**src/rtl/msi_pkg.sv**
```systemverilog
// ============================================================================
// Module : msi_pkg
// Shared MSI encodings, address/data types and request/response codes.
// Rev    : 1.0
// ============================================================================
`default_nettype none

package msi_pkg;

  localparam int ADDR_W  = 4;
  localparam int DATA_W  = 4;
  localparam int STATE_W = 3;

  typedef logic [ADDR_W-1:0]  addr_t;
  typedef logic [DATA_W-1:0]  data_t;
  typedef logic [STATE_W-1:0] state_t;

  localparam state_t ST_EMPTY = 3'b000;
  localparam state_t ST_I     = 3'b001;
  localparam state_t ST_S     = 3'b010;
  localparam state_t ST_M     = 3'b011;

  localparam logic [1:0] CMD_RSVD      = 2'b00;
  localparam logic [1:0] CMD_INV       = 2'b01;
  localparam logic [1:0] CMD_FETCH     = 2'b10;
  localparam logic [1:0] CMD_FETCH_INV = 2'b11;

  localparam logic [1:0] RESP_NONE     = 2'b00;
  localparam logic [1:0] RESP_ACK      = 2'b01;
  localparam logic [1:0] RESP_ACK_DATA = 2'b10;
  localparam logic [1:0] RESP_NACK     = 2'b11;

  function automatic logic is_valid_state(input state_t s);
    return (s == ST_S) || (s == ST_M);
  endfunction

endpackage

`default_nettype wire

```
**src/rtl/msi_line_array.sv**
```systemverilog
// ============================================================================
// Module : msi_line_array
// Direct-mapped tag/state/data store; snoop write has priority over fill.
// Rev    : 1.0
// ============================================================================
`default_nettype none

module msi_line_array
  import msi_pkg::*;
#(
  parameter int LINES = 4,
  parameter int IDX_W = $clog2(LINES)
) (
  input  logic             clock,
  input  logic             reset_n,
  input  logic [IDX_W-1:0] probe_index,
  output addr_t            probe_tag,
  output state_t           probe_state,
  input  logic [IDX_W-1:0] lookup_index,
  output addr_t            lookup_tag,
  output state_t           lookup_state,
  output data_t            lookup_data,
  input  logic             snoop_we,
  input  logic [IDX_W-1:0] snoop_index,
  input  state_t           snoop_state,
  input  logic             fill_we,
  input  logic [IDX_W-1:0] fill_index,
  input  addr_t            fill_tag,
  input  state_t           fill_state,
  input  data_t            fill_data,
  output logic             fill_drop
);

  addr_t  tag_q   [LINES];
  state_t state_q [LINES];
  data_t  data_q  [LINES];

  assign probe_tag    = tag_q[probe_index];
  assign probe_state  = state_q[probe_index];
  assign lookup_tag   = tag_q[lookup_index];
  assign lookup_state = state_q[lookup_index];
  assign lookup_data  = data_q[lookup_index];

  assign fill_drop = fill_we && snoop_we && (fill_index == snoop_index);

  always_ff @(posedge clock or negedge reset_n) begin
    if (!reset_n) begin
      for (int i = 0; i < LINES; i++) begin
        tag_q[i]   <= '0;
        state_q[i] <= ST_EMPTY;
        data_q[i]  <= '0;
      end
    end else begin
      if (fill_we && !fill_drop) begin
        tag_q[fill_index]   <= fill_tag;
        state_q[fill_index] <= fill_state;
        data_q[fill_index]  <= fill_data;
      end
      if (snoop_we) begin
        state_q[snoop_index] <= snoop_state;
      end
    end
  end

endmodule

`default_nettype wire

```
**src/rtl/msi_snoop_responder.sv**
```systemverilog
// ============================================================================
// Module : msi_snoop_responder
// L1-side MSI snoop responder: IDLE -> LOOKUP -> RESPOND per directory request.
// Rev    : 1.0
// ============================================================================
`default_nettype none

module msi_snoop_responder
  import msi_pkg::*;
#(
  parameter int LINES = 4
) (
  input  logic         clock,
  input  logic         reset_n,
  input  logic         req_valid,
  output logic         req_ready,
  input  logic [1:0]   req_cmd,
  input  logic [3:0]   req_address,
  output logic         resp_valid,
  input  logic         resp_ready,
  output logic [1:0]   resp_code,
  output logic [3:0]   resp_address,
  output logic [3:0]   resp_data,
  input  logic         fill_valid,
  input  logic [3:0]   fill_address,
  input  logic [2:0]   fill_state,
  input  logic [3:0]   fill_data,
  output logic         fill_drop,
  input  logic [3:0]   probe_address,
  output logic [2:0]   probe_state
);

  localparam int IDX_W = $clog2(LINES);

  typedef enum logic [1:0] {
    IDLE    = 2'd0,
    LOOKUP  = 2'd1,
    RESPOND = 2'd2
  } fsm_t;

  fsm_t       fsm_q, fsm_d;
  logic       started_q;
  logic [1:0] cmd_q;
  addr_t      addr_q;
  logic       resp_valid_q;
  logic [1:0] resp_code_q;
  addr_t      resp_addr_q;
  data_t      resp_data_q;

  addr_t      lk_tag, pr_tag;
  state_t     lk_state, pr_state, lk_next;
  data_t      lk_data, lk_resp_data;
  logic [1:0] lk_code;
  logic       lk_hit, snoop_we, accept;

  msi_line_array #(.LINES(LINES), .IDX_W(IDX_W)) u_lines (
    .clock        (clock),
    .reset_n      (reset_n),
    .probe_index  (probe_address[IDX_W-1:0]),
    .probe_tag    (pr_tag),
    .probe_state  (pr_state),
    .lookup_index (addr_q[IDX_W-1:0]),
    .lookup_tag   (lk_tag),
    .lookup_state (lk_state),
    .lookup_data  (lk_data),
    .snoop_we     (snoop_we),
    .snoop_index  (addr_q[IDX_W-1:0]),
    .snoop_state  (lk_next),
    .fill_we      (fill_valid),
    .fill_index   (fill_address[IDX_W-1:0]),
    .fill_tag     (fill_address),
    .fill_state   (fill_state),
    .fill_data    (fill_data),
    .fill_drop    (fill_drop)
  );

  assign probe_state = (pr_tag == probe_address) ? pr_state : ST_I;

  // Address 0000 denotes an empty slot and never hits, whatever was filled there.
  assign lk_hit = (addr_q != '0) && (lk_tag == addr_q) && is_valid_state(lk_state);

  always_comb begin
    lk_next      = lk_state;
    lk_code      = RESP_ACK;
    lk_resp_data = '0;
    if (cmd_q == CMD_RSVD) begin
      lk_code = RESP_NACK;
    end else if (lk_hit) begin
      lk_next = (cmd_q == CMD_FETCH) ? ST_S : ST_I;
      if (lk_state == ST_M) begin
        lk_code      = RESP_ACK_DATA;
        lk_resp_data = lk_data;
      end
    end
  end

  // Every non-reserved LOOKUP owns the line write port, even when the state is unchanged.
  assign snoop_we  = (fsm_q == LOOKUP) && (cmd_q != CMD_RSVD);
  assign req_ready = (fsm_q == IDLE) && started_q;
  assign accept    = req_valid && req_ready;

  always_comb begin
    fsm_d = fsm_q;
    case (fsm_q)
      IDLE:    if (accept) fsm_d = LOOKUP;
      LOOKUP:  fsm_d = RESPOND;
      RESPOND: if (resp_valid_q && resp_ready) fsm_d = IDLE;
      default: fsm_d = IDLE;
    endcase
  end

  always_ff @(posedge clock or negedge reset_n) begin
    if (!reset_n) fsm_q <= IDLE;
    else          fsm_q <= fsm_d;
  end

  always_ff @(posedge clock or negedge reset_n) begin
    if (!reset_n) begin
      started_q    <= 1'b0;
      cmd_q        <= CMD_RSVD;
      addr_q       <= '0;
      resp_valid_q <= 1'b0;
      resp_code_q  <= RESP_NONE;
      resp_addr_q  <= '0;
      resp_data_q  <= '0;
    end else begin
      started_q <= 1'b1;
      if (accept) begin
        cmd_q  <= req_cmd;
        addr_q <= req_address;
      end
      if (fsm_q == LOOKUP) begin
        resp_code_q <= lk_code;
        resp_addr_q <= addr_q;
        resp_data_q <= lk_resp_data;
      end
      // Valid rises one cycle after the response is captured, then holds until taken.
      if (fsm_q == RESPOND) begin
        if (!resp_valid_q) begin
          resp_valid_q <= 1'b1;
        end else if (resp_ready) begin
          resp_valid_q <= 1'b0;
          resp_code_q  <= RESP_NONE;
          resp_data_q  <= '0;
        end
      end
    end
  end

  assign resp_valid   = resp_valid_q;
  assign resp_code    = resp_code_q;
  assign resp_address = resp_addr_q;
  assign resp_data    = resp_data_q;

endmodule

`default_nettype wire

```
**config.mk**
```make
export PLATFORM = sky130hd
export DESIGN_NAME = msi_snoop_responder
export DESIGN_NICKNAME = d
export VERILOG_FILES = /design/src/rtl/msi_pkg.sv /design/src/rtl/msi_line_array.sv /design/src/rtl/msi_snoop_responder.sv
export SDC_FILE = /design/constraint.sdc
export NUM_CORES = 1
export LEC_CHECK = 0
export ABC_AREA = 1
export BUFFER_PORTS_ARGS = -buffer_cell sky130_fd_sc_hd__buf_2
export CAP_MARGIN = 25
export CORE_MARGIN = 10
export CORE_UTILIZATION = 56
export DETAILED_ROUTE_END_ITERATION = 8
export PLACE_DENSITY = 0.78
export SLEW_MARGIN = 20
export SYNTH_ARGS = -nofsm -noshare
export SYNTH_HDL_FRONTEND = slang
export SYNTH_SLANG_ARGS = --single-unit
```
**constraint.sdc**
```tcl
create_clock -name clock -period 1.9 [get_ports clock]
set_clock_uncertainty 0.15 [all_clocks]
set_input_delay 0.19 -clock clock [delete_from_list [all_inputs] [get_ports clock]]
set_output_delay 0.19 -clock clock [all_outputs]
set_load 0.02 [all_outputs]
```
; Yosys cells after proc, flatten, opt, wreduce, memory -nomap -nowiden
; Cells that the tools add are included.
; W data, S select, Z words.
[totals]
latch_bits = 0
mem_count = 0
elab_cells = 106
inputBits = 26
romBits = 0
register_bits = 64
ram_bits = 0
[classes]
n_bitwise = 3
magnitude_cmp = 5
n_div = 0
n_shift = 0
n_mux = 50
n_reduce_logical = 18
addsub = 0
n_eq_ne = 10
n_mul = 0
[ops]
columns = operator, n
row1 = $mux W4, 14
row2 = $bwmux W16, 2
row3 = $mux W3, 9
row4 = $bmux W4 S2, 3
row5 = $bwmux W12, 2
row6 = $mux W12, 2
row7 = $mux W2, 10
row8 = $bmux W3 S2, 2
row9 = $demux W3 S2, 2
row10 = $logic_and A1 B1 Y1, 11
row11 = $ge A3 B3 Y1 const B, 3
row12 = $not A2 Y3, 3
row13 = $demux W4 S2, 1
row14 = $eq A4 B4 Y1, 2
row15 = $eq A3 B2 Y1 const B, 2
row16 = $lt A3 B1 Y1 const B, 2
row17 = $pmux W2 S3, 1
row18 = $eq A2 B2 Y1 const B, 2
row19 = $logic_not A2 Y1, 2
row20 = $ne A2 B2 Y1 const B, 2
row21 = $reduce_bool A4 Y1, 1
row22 = $eq A2 B1 Y1 const B, 1
row23 = $eq A2 B2 Y1, 1
row24 = $mux W1, 2
row25 = 4 further kinds, 4

; Longest topological paths before layout
; Gate-level depths: netlist (run 1).
[depth]
ltp_word = 13
ltp_mapped = 15

; Hierarchy
; From an unflattened synthesis (run 1), not the netlist that was laid out.
[unflattened]
hier_cells = 490
area_unflattened_um2 = 3684.8
[modules_own_cells]
columns = module, cells_each, area_per_inst_um2, n_inst
row1 = msi_line_array, 368, 2648.8, 1
row2 = msi_snoop_responder, 122, 1036.0, 1

; Worst setup path after synthesis (run 1)
; OpenSTA, ideal clock, no wires.
[synth_path]
path_type = register to register
from = register fsm_q[1]
to = register addr_q[0]
n_path_buf = 1
setup_slack_ps = 92
synth_period_minus_slack_ps = 1808
path_stages_with_launch = 6
t_required_ps = 1619
t_arrival_ps = 1527
cell_sequence = dfrtp_1 nor3b_1 nand2_1 inv_1 clkbuf_1 o21ai_0
[synth_via]
elab_chain_len = 3
[synth_lines]
columns = item, line
row1 = from (decl), msi_snoop_responder.sv:41  ; fsm_t fsm_q, fsm_d;
row2 = from (signal assigned), msi_snoop_responder.sv:114  ; else fsm_q <= fsm_d;
row3 = $logic_not A2 Y1, msi_snoop_responder.sv:99  ; assign req_ready = (fsm_q == IDLE) && started_q;
row4 = $logic_and A1 B1 Y1, msi_snoop_responder.sv:99
row5 = net req_ready, msi_snoop_responder.sv:16  ; output logic req_ready,
row6 = $logic_and A1 B1 Y1, msi_snoop_responder.sv:100  ; assign accept = req_valid && req_ready;
row7 = to (signal assigned), msi_snoop_responder.sv:130  ; addr_q <= req_address;
row8 = to (decl), msi_snoop_responder.sv:44  ; addr_t addr_q;
; The timed path passes the listed nets, and every way through them passes these cells.
; A chain may end at the register's enable or synchronous reset.

; Final worst setup path (run 1)
[layout_path]
from = register u_lines.tag_q[2] (netlist bit)
to = output probe_state[2]
[layout_via]
elab_chain_len = 5
[layout_lines]
columns = item, line
row1 = from (decl), msi_line_array.sv:34  ; addr_t tag_q [LINES];
row2 = "from (signal, indexed assignment)", msi_line_array.sv:55  ; tag_q[fill_index] <= fill_tag;
row3 = $bmux W4 S2, msi_line_array.sv:38  ; assign probe_tag = tag_q[probe_index];
row4 = $mux W4 (implied by the code) (2 in series), msi_line_array.sv:38
row5 = $eq A4 B4 Y1, msi_snoop_responder.sv:77  ; assign probe_state = (pr_tag == probe_address) ? pr_state : ST_I;
row6 = $mux W3, msi_snoop_responder.sv:77
row7 = to (decl), msi_snoop_responder.sv:30  ; output logic [2:0] probe_state
; Every way passes these cells. The select of a mux whose other input is x is not followed.

==> impl_metrics.env, run 1 <==
export IMPL_die_y_um=99.4
export IMPL_critPathKind="flip-flop to output pin"
export IMPL_fin_ws_ns=-0.145
export IMPL_synth_most_common_cell="nand2_1"
export IMPL_first_global_vias=3154
export IMPL_routed_wl_um=10500
export IMPL_hold_end="u_lines.state_q[4]"
export IMPL_crit_family="flip-flops"
export IMPL_ys_ff_latch=64
export IMPL_rr_endpoint="u_lines.state_q[2]"
export IMPL_wire_per_inst_um=16.5
export IMPL_cp_end_kind="output pin"
export IMPL_avgSynthCellArea_um2=7.81
export IMPL_outcome="complete, but fails checks"
export IMPL_vias=3484
export IMPL_hp_start="fill_state[1]"
export IMPL_fmax_ghz=0.489
export IMPL_start_util_pct=58.6
export IMPL_synth_top_area_share_pct=45.4
export IMPL_timing_rr_start="addr_q[0]"
export IMPL_multi_input_area_um2=1770
export IMPL_crit_path_cell_trace="a21oi_2 -> o21ai_2 -> nand2_2 -> xnor2_2 -> nor2_2 -> nand2_2 -> a21oi_2 -> buf_6"
export IMPL_r2r_worst_path_cells=12
export IMPL_grt_overflow_total=0
export IMPL_ant_nets=0
export IMPL_hp_class="input pin to flip-flop"
export IMPL_path_buf_inv=1
export IMPL_tritoncts="built"
export IMPL_fin_util_pct=79.4
export IMPL_yosys_cell_types_count=41
export IMPL_area_growth_pct=35.6
export IMPL_min_path_cells=3
export IMPL_setup_viol=9
export IMPL_htree_levels=3
export IMPL_min_period_ns=2.04
export IMPL_grt_start_max_net_pins=65
export IMPL_worst_r2r_setup_slack_ns=-0.05
export IMPL_io_pins=42
export IMPL_synthFlopType="dfrtp_1"
export IMPL_synth_common_cells="nand2_1, dfrtp_1, inv_1"
export IMPL_syn_area_um2=3530
export IMPL_gp_congestion=0.912
export IMPL_grtUsageTotal_pct=19.4
export IMPL_whs_ns=0.0279
export IMPL_firstDrtPassIters=5
export IMPL_synth_fp_nets=478
export IMPL_period_share_pct=108
export IMPL_seq_area_frac_synth_pct=45.4
export IMPL_ys_top_cells_by_area="dfrtp_1, nand2_1, inv_1, o21ai_0, nor2_1"
export IMPL_p_leak_nw=2.40
export IMPL_violations="setup timing"
export IMPL_slew_viol_final=0
export IMPL_syn_inst=452
export IMPL_synth_edf_count=0
export IMPL_powerDensity_nw_per_um2=1360
export IMPL_antenna_found_initial=0
export IMPL_slowest_stage="dfrtp_1"
export IMPL_dr_first_iter_drc_count=318
export IMPL_worstPathMaxFanout=2
export IMPL_grt_pass1_wl_um=15500
export IMPL_ys_warnings_count=0
export IMPL_clockBufferDepth=2
export IMPL_portBuffers=41
export IMPL_cp_start_kind="flip-flop"
export IMPL_cap_violations=0
export IMPL_hold_viol_final=0
export IMPL_nets=584
export IMPL_clock_latency_ns=0.35
export IMPL_drive_above_1_share_pct=35.9
export IMPL_die_area_um2=9880
export IMPL_synthArstFlopShare_pct=100
export IMPL_coreArea_um2=6030
export IMPL_die_w_um=99.4
export IMPL_arrival_ns=1.70
export IMPL_cp_required_ns=1.56
export IMPL_path_clk_slew_ns=0.07
export IMPL_post_route_drc_count=0
export IMPL_dp_hpwl_um=6900
export IMPL_fillers=383
export IMPL_core_rowCount=28
export IMPL_rsz0062_at_grt="yes"
export IMPL_regArea_um2=1600
export IMPL_yosysTopAreaCell="dfrtp_1"
export IMPL_cts_made_buffers=9
export IMPL_cpPeakStageDelay_ns=0.41
export IMPL_root_buffer="clkbuf_8"
export IMPL_diodes=0
export IMPL_vias_per_cell=5.47
export IMPL_pre_cts_slack_ns=0.0204
export IMPL_ir_worst_vdd_mv=0.950
export IMPL_cts_sinks=64
-- where the power goes --
| group | leakage (nW) | switching [mW] | total [mW] | internal (mW) |
|---|---|---|---|---|
| Clock | 0.0904 | 0.558 | 1.19 | 0.631 |
| Sequential | 0.776 | 0.280 | 2.00 | 1.72 |
| Combinational | 1.53 | 2.01 | 3.34 | 1.33 |
| Total | 2.40 | 2.85 | 6.53 | 3.68 |
-- layout make-up --
class / instances / share of cell area, %
Clock buffer: 10 / 2.88
Clock inverter: 5 / 1.20
Multi-Input combinational cell: 312 / 37.1
Sequential cell: 64 / 33.5
Inverter: 66 / 5.86
Tap cell: 75 / 1.96
Timing Repair Buffer: 105 / 17.5
-- tightest hold or removal path, cell delays in order --
cell,delay [ns]
buf_2,0.15
a21oi_1,0.09
nor2_1,0.07
-- metal layers --
| metal | wire (um) | vias to the layer above | global-route usage [%] |
|---|---|---|---|
| met5 | 0 | - | 0 |
| met4 | 254 | 0 | 6.62 |
| met3 | 895 | 25 | 5.19 |
| met2 | 5100 | 166 | 31.0 |
| met1 | 4270 | 1655 | 24.9 |
| li1 | - | 1638 | - |
-- worst max-delay path by stage --
stage,depth (start not counted),end,start
6_report,8,probe_state[2],u_lines.tag_q[2]
5_1_grt,8,probe_state[2],u_lines.tag_q[10]
4_1_cts,8,probe_state[1],u_lines.tag_q[11]
3_5_place_dp,12,u_lines.state_q[6],addr_q[0]
3_3_place_gp,10,u_lines.state_q[4],addr_q[0]
2_1_floorplan,5,addr_q[0],fsm_q[1]
-- what timing repair did --
item | 4_1_cts | 5_1_grt
pin swaps | 5 | 25
endpoints found under the hold margin | 97 | 0
hold buffers | 15 | 0
buffers inserted | 8 | 15
resized for setup | 17 | 78
cloned | 0 | 1
endpoints found under the setup margin | 4 | 19
-- stage by stage --
step / area, um2 / cells / setup TNS (ns) / total power, mW
2_1_floorplan: 3530 / 452 / 0 / 3.75
3_3_place_gp: 3950 / 583 / 0 / 4.45
3_5_place_dp: 3950 / 583 / 0 / 4.51
4_1_cts: 4400 / 621 / -0.535 / 5.82
5_1_grt: 4780 / 637 / -2.06 / 6.88
6_report: 4780 / 637 / -0.529 / 6.53
-- cells in the final DEF, fill, tap and decap left out, drive strengths merged, types with 2 or more instances in the layout --
| cell | Yosys | routed |
|---|---|---|
| inv | 65 | 65 |
| buf | 8 | 90 |
| clkinv | 1 | 2 |
| nand3 | 12 | 12 |
| dfrtp | 64 | 64 |
| o211ai | 8 | 8 |
| dlygate4sd3 | 0 | 15 |
| clkbuf | 3 | 10 |
| xnor2 | 2 | 2 |
| a221oi | 4 | 4 |
| nand2 | 156 | 156 |
| clkinvlp | 0 | 3 |
| a21oi | 15 | 15 |
| o22ai | 4 | 4 |
| or2 | 4 | 4 |
| nor2 | 50 | 51 |
| nand4 | 3 | 3 |
| o21ai | 47 | 47 |
-- cells by family after synthesis --
| kind of cell | after synthesis | share of synthesized area [%] |
|---|---|---|
| AO/OA/AOI/OAI | 80 | 13.4 |
| XOR/XNOR | 2 | 0.496 |
| buffers and inverters | 77 | 10.5 |
| flip-flops | 64 | 45.4 |
| other | 1 | 0.106 |
| AND/OR/NAND/NOR | 228 | 30.1 |
-- flip-flops by register name, indices dropped and copies added (netlist names) --
name and flops:
addr_q 4, cmd_q 2, fsm_q 2, resp_address 4, resp_code 2, resp_data 4
resp_valid 1, started_q 1, u_lines.data_q 16, u_lines.state_q 12, u_lines.tag_q 16
Note: power is estimated with default switching activity, not from simulation.
==> run 2: changes to the inputs <==
--- a/config.mk
+++ b/config.mk
@@ -9,9 +9,11 @@
 export BUFFER_PORTS_ARGS = -buffer_cell sky130_fd_sc_hd__buf_2
 export CAP_MARGIN = 25
 export CORE_MARGIN = 10
-export CORE_UTILIZATION = 56
+export CORE_UTILIZATION = 53
 export DETAILED_ROUTE_END_ITERATION = 8
 export PLACE_DENSITY = 0.78
+export SETUP_SLACK_MARGIN = 0.1
+export SKIP_CTS_REPAIR_TIMING = 1
 export SLEW_MARGIN = 20
 export SYNTH_ARGS = -nofsm -noshare
 export SYNTH_HDL_FRONTEND = slang
==> constraint.sdc (replaced) <==
create_clock -name clock -period 1.66 [get_ports clock]
set_clock_uncertainty 0.15 [all_clocks]
set_input_delay 0.166 -clock clock [delete_from_list [all_inputs] [get_ports clock]]
set_output_delay 0.166 -clock clock [all_outputs]
set_load 0.02 [all_outputs]
==> run 2 against run 1 <==
The run still ends with setup timing left. Die area is 4.5% higher. First-iteration DRC count fell by 33%. Clock-buffer cell count up 2. Wire length decreased by 0.67%. Critical path type unchanged. Largest power group unchanged.
==> impl_metrics.env, run 2 (synthesis results as in run 1) <==
export IMPL_coreArea_um2=6420
export IMPL_period_share_pct=119
export IMPL_hold_viol_final=0
export IMPL_largestRegisters="u_lines.data_q x16, u_lines.tag_q x16, u_lines.state_q x12"
export IMPL_fin_util_pct=76.5
export IMPL_clockBufferDepth=2
export IMPL_gp_congestion=0.950
export IMPL_drive_above_1_share_pct=35.5
export IMPL_grt_pass1_wl_um=15800
export IMPL_firstDrtPassIters=6
export IMPL_critPathKind="flip-flop to output pin"
export IMPL_fillers=424
export IMPL_power_mw=7.62
export IMPL_tritoncts="built"
export IMPL_multi_input_area_um2=1710
export IMPL_slew_viol_final=0
export IMPL_vias=3450
export IMPL_max_slew_margin_rel_pct=66.2
export IMPL_nets=602
export IMPL_diodes=0
export IMPL_cts_made_buffers=9
export IMPL_portBuffers=41
export IMPL_setup_viol=51
export IMPL_whs_ns=0.0372
export IMPL_min_path_cells=4
export IMPL_outcome="complete, but fails checks"
export IMPL_r2r_worst_path_cells=11
export IMPL_path_clk_slew_ns=0.07
export IMPL_fmax_ghz=0.506
export IMPL_core_rowCount=29
export IMPL_root_buffer="clkbuf_8"
export IMPL_regArea_um2=1600
export IMPL_p_leak_nw=2.49
export IMPL_arrival_ns=1.66
export IMPL_dp_hpwl_um=7300
export IMPL_clock_latency_ns=0.37
export IMPL_post_route_drc_count=0
export IMPL_die_w_um=102
export IMPL_routed_wl_um=10500
export IMPL_die_y_um=102
export IMPL_final_cell_mix="nand2_1, dfrtp_1, inv_1"
export IMPL_powerDensity_nw_per_um2=1550
export IMPL_worstPathMaxFanout=2
export IMPL_start_util_pct=55.0
export IMPL_violations="setup timing"
export IMPL_ir_worst_vdd_mv=0.764
export IMPL_area_growth_pct=39.1
export IMPL_worst_r2r_setup_slack_ns=-0.26
export IMPL_rr_endpoint="resp_data[0]"
export IMPL_rsz0062_at_grt="yes"
export IMPL_fin_ws_ns=-0.315
export IMPL_dr_first_iter_drc_count=214
export IMPL_final_area_um2=4910
export IMPL_first_global_vias=3281
export IMPL_hp_class="input pin to flip-flop"
export IMPL_timing_rr_start="addr_q[0]"
export IMPL_io_pins=42
export IMPL_hold_end="fsm_q[1]"
export IMPL_grtUsageTotal_pct=19.7
export IMPL_grt_overflow_total=0
export IMPL_grt_start_max_net_pins=65
export IMPL_antenna_found_initial=0
export IMPL_cp_end_kind="output pin"
export IMPL_final_common_cell="nand2_1"
export IMPL_min_period_ns=1.98
export IMPL_ant_nets=0
export IMPL_wire_per_inst_um=15.9
export IMPL_cts_sinks=64
export IMPL_worst_slew_pin_slew_ns=0.505
export IMPL_cap_violations=0
export IMPL_vias_per_cell=5.24
export IMPL_dpl_instance_area_um2=4220
export IMPL_htree_levels=3
export IMPL_die_area_um2=10300
export IMPL_cp_required_ns=1.34
export IMPL_hp_start="resp_ready"
export IMPL_cp_start_kind="flip-flop"
==> run 2: critical path: stages (launching register included) <==
cell	delay [ns]
dfrtp_1	0.42
a21oi_2	0.14
o21ai_2	0.07
nand2_1	0.08
xnor2_1	0.08
nor2_2	0.17
nand2_2	0.09
a21oi_2	0.12
buf_6	0.13
==> run 2: through the flow <==
step,TNS (ns),instances,setup slack [ns]
6_report,-6.65,658,-0.315
3_3_place_gp,-2.96,611,-0.160
3_5_place_dp,-4.30,611,-0.225
2_1_floorplan,-0.175,452,-0.0307
5_1_grt,-11.23,658,-0.423
4_1_cts,-6.55,627,-0.433
==> run 2: worst max-delay path by stage <==
stage	from	end	slack [ns]	cells after the start
after CTS	u_lines.tag_q[6]	probe_state[1]	-0.43	8
after global placement	addr_q[0]	resp_data[0]	-0.16	13
after detailed placement	addr_q[0]	resp_data[1]	-0.22	13
after floorplan	addr_q[1]	u_lines.state_q[9]	-0.03	13
final	u_lines.tag_q[11]	probe_state[1]	-0.32	8
after global routing	u_lines.tag_q[11]	probe_state[1]	-0.42	8
==> run 2: routing by layer <==
layer | wire length [um] | vias up | global-route usage (%)
li1 | - | 1675 | -
met1 | 4270 | 1616 | 23.7
met2 | 5070 | 131 | 31.5
met3 | 809 | 28 | 7.42
met4 | 312 | 0 | 7.48
met5 | 0 | - | 0
==> run 2: area by class of cell <==
type | instances | share of cell area, %
Multi-Input combinational cell | 311 | 34.7
Sequential cell | 64 | 32.6
Timing Repair Buffer | 121 | 19.6
Inverter | 66 | 5.81
Clock buffer | 12 | 3.36
Tap cell | 77 | 1.96
Clock inverter | 4 | 1.53
Timing Repair inverter | 3 | 0.408
==> run 2: report_power, final <==
part	switching (mW)	internal (mW)
combinational	2.12	1.61
sequential	0.309	1.96
clock	0.650	0.968
total	3.08	4.54
==> run 3: changes to the inputs <==
--- a/config.mk
+++ b/config.mk
@@ -10,6 +10,7 @@
 export CAP_MARGIN = 25
 export CORE_MARGIN = 10
 export CORE_UTILIZATION = 53
+export CTS_BUF_LIST = sky130_fd_sc_hd__clkbuf_16
 export DETAILED_ROUTE_END_ITERATION = 8
 export PLACE_DENSITY = 0.78
 export SETUP_SLACK_MARGIN = 0.1
==> run 3 against run 2 <==
The run still ends with setup timing left. Utilization is 6.0 points higher. Total power up 15%. Combinational power rose by 19%. Sequential power grew 2%. Clock-buffer cell count fell by 3. Register-to-register slack lost 0.16 ns. Via count up 8.3%. First-iteration DRC count up 91%. Sequential cell count unchanged. Wire length grew 20%. Critical path depth grew 5. Clock power grew 23%. Critical endpoint is now resp_data[2]. Largest cell class unchanged. Largest power group unchanged.
==> impl_metrics.env, run 3 (synthesis results as in run 1) <==
export IMPL_power_mw=8.77
export IMPL_final_common_cell="nand2_1"
export IMPL_firstDrtPassIters=5
export IMPL_fmax_ghz=0.481
export IMPL_cts_sinks=64
export IMPL_antenna_found_initial=0
export IMPL_timing_rr_start="addr_q[0]"
export IMPL_slew_viol_final=0
export IMPL_grt_overflow_total=0
export IMPL_io_pins=42
export IMPL_critPathKind="flip-flop to flip-flop"
export IMPL_p_leak_nw=2.61
export IMPL_vias_per_cell=5.68
export IMPL_root_buffer="clkbuf_16"
export IMPL_hp_class="input pin to flip-flop"
export IMPL_start_util_pct=55.0
export IMPL_cp_startpoint="addr_q[0]"
export IMPL_fin_util_pct=82.5
export IMPL_pre_cts_slack_ns=-0.225
export IMPL_die_area_um2=10300
export IMPL_worstPathMaxFanout=5
export IMPL_violations="setup timing"
export IMPL_dp_cells=611
export IMPL_coreArea_um2=6420
export IMPL_clockBufferDepth=2
export IMPL_post_route_drc_count=0
export IMPL_rr_endpoint="resp_data[2]"
export IMPL_r2r_worst_path_cells=13
export IMPL_max_slew_margin_rel_pct=64.5
export IMPL_cp_end_kind="flip-flop"
export IMPL_worst_slew_pin_slew_ns=0.530
export IMPL_hp_start="fill_state[2]"
export IMPL_cp_required_ns=1.77
export IMPL_vias=3735
export IMPL_wire_per_inst_um=19.1
export IMPL_portBuffers=41
export IMPL_die_w_um=102
export IMPL_ir_worst_vdd_mv=0.960
export IMPL_powerDensity_nw_per_um2=1650
export IMPL_cp_start_kind="flip-flop"
export IMPL_arrival_ns=2.19
export IMPL_grt_pass1_wl_um=15800
export IMPL_cap_violations=0
export IMPL_clock_latency_ns=0.33
export IMPL_drive_above_1_share_pct=45.5
export IMPL_worst_r2r_setup_slack_ns=-0.42
export IMPL_ant_nets=0
export IMPL_die_y_um=102
export IMPL_cts_made_buffers=9
export IMPL_endpoint="resp_data[2]"
export IMPL_grt_start_max_net_pins=65
export IMPL_setup_viol=53
export IMPL_core_rowCount=29
export IMPL_period_share_pct=125
export IMPL_path_clk_slew_ns=0.06
export IMPL_gp_congestion=0.950
export IMPL_first_global_vias=3252
export IMPL_dr_first_iter_drc_count=408
export IMPL_nets=601
export IMPL_area_growth_pct=50.1
export IMPL_fin_cells=657
export IMPL_min_period_ns=2.08
export IMPL_dp_hpwl_um=7300
export IMPL_final_cell_mix="nand2_1, dfrtp_1, inv_1"
export IMPL_rsz0062_at_grt="yes"
export IMPL_tritoncts="built"
export IMPL_fin_ws_ns=-0.417
export IMPL_htree_levels=3
export IMPL_routed_wl_um=12600
export IMPL_outcome="complete, but fails checks"
export IMPL_largestRegisters="u_lines.data_q x16, u_lines.tag_q x16, u_lines.state_q x12"
export IMPL_diodes=0
export IMPL_hold_viol_final=0
export IMPL_grtUsageTotal_pct=19.6
## run 3: cell type report
| type | count | area (um2) |
|---|---|---|
| clock buffer | 9 | 225 |
| clock inverter | 7 | 86.3 |
| fill | 313 | 1120 |
| inverter | 66 | 300 |
| multi-input combinational | 311 | 1970 |
| sequential | 64 | 1600 |
| tap | 77 | 96.3 |
| timing repair buffer | 120 | 992 |
| timing repair inverter | 3 | 22.5 |
## run 3: critical path: stages, from the launching register on
cell     delay [ns]
dfrtp_2        0.46
buf_12         0.16
buf_4          0.13
nand2_1        0.05
nand2_1        0.08
nand2_2        0.11
nand2_1        0.08
nand2_2        0.08
nand2_2        0.07
nor2_4         0.14
nand4_4        0.18
nor2_2         0.16
nor2_1         0.07
nor2_1         0.08
## run 3: how the worst min path moves through the flow
stage | endpoint | cells after the start
after detailed placement | resp_data[3] | 2
after CTS | resp_data[3] | 2
final | u_lines.state_q[11] | 3
after global placement | resp_data[3] | 2
after global routing | u_lines.state_q[11] | 3
after floorplan | addr_q[0] | 0
## run 3: power by group
group / switching, mW / leakage (nW) / internal (mW)
clock network: 0.701 / 0.144 / 1.30
logic: 2.61 / 1.69 / 1.84
registers: 0.356 / 0.776 / 1.97
total: 3.67 / 2.61 / 5.10
## run 3: metal layers
metal  share of wire, %  track usage, %  up-vias
met3                8.7            7.96       66
met4                5.5            7.26        0
li1                   -               -     1673
met2                 49            31.4      235
met1                 37            23.3     1761
met5                  0               0        -
## run 3: metrics by stage
stage | area, um2 | hold WS (ns) | setup TNS (ns)
2_1_floorplan | 3590 | -0.280 | -0.175
3_3_place_gp | 4220 | 0.0525 | -2.96
3_5_place_dp | 4220 | 0.0579 | -4.30
4_1_cts | 4530 | -0.293 | -6.55
5_1_grt | 5300 | 0.00298 | -13.12
6_report | 5300 | 0.0134 | -10.68
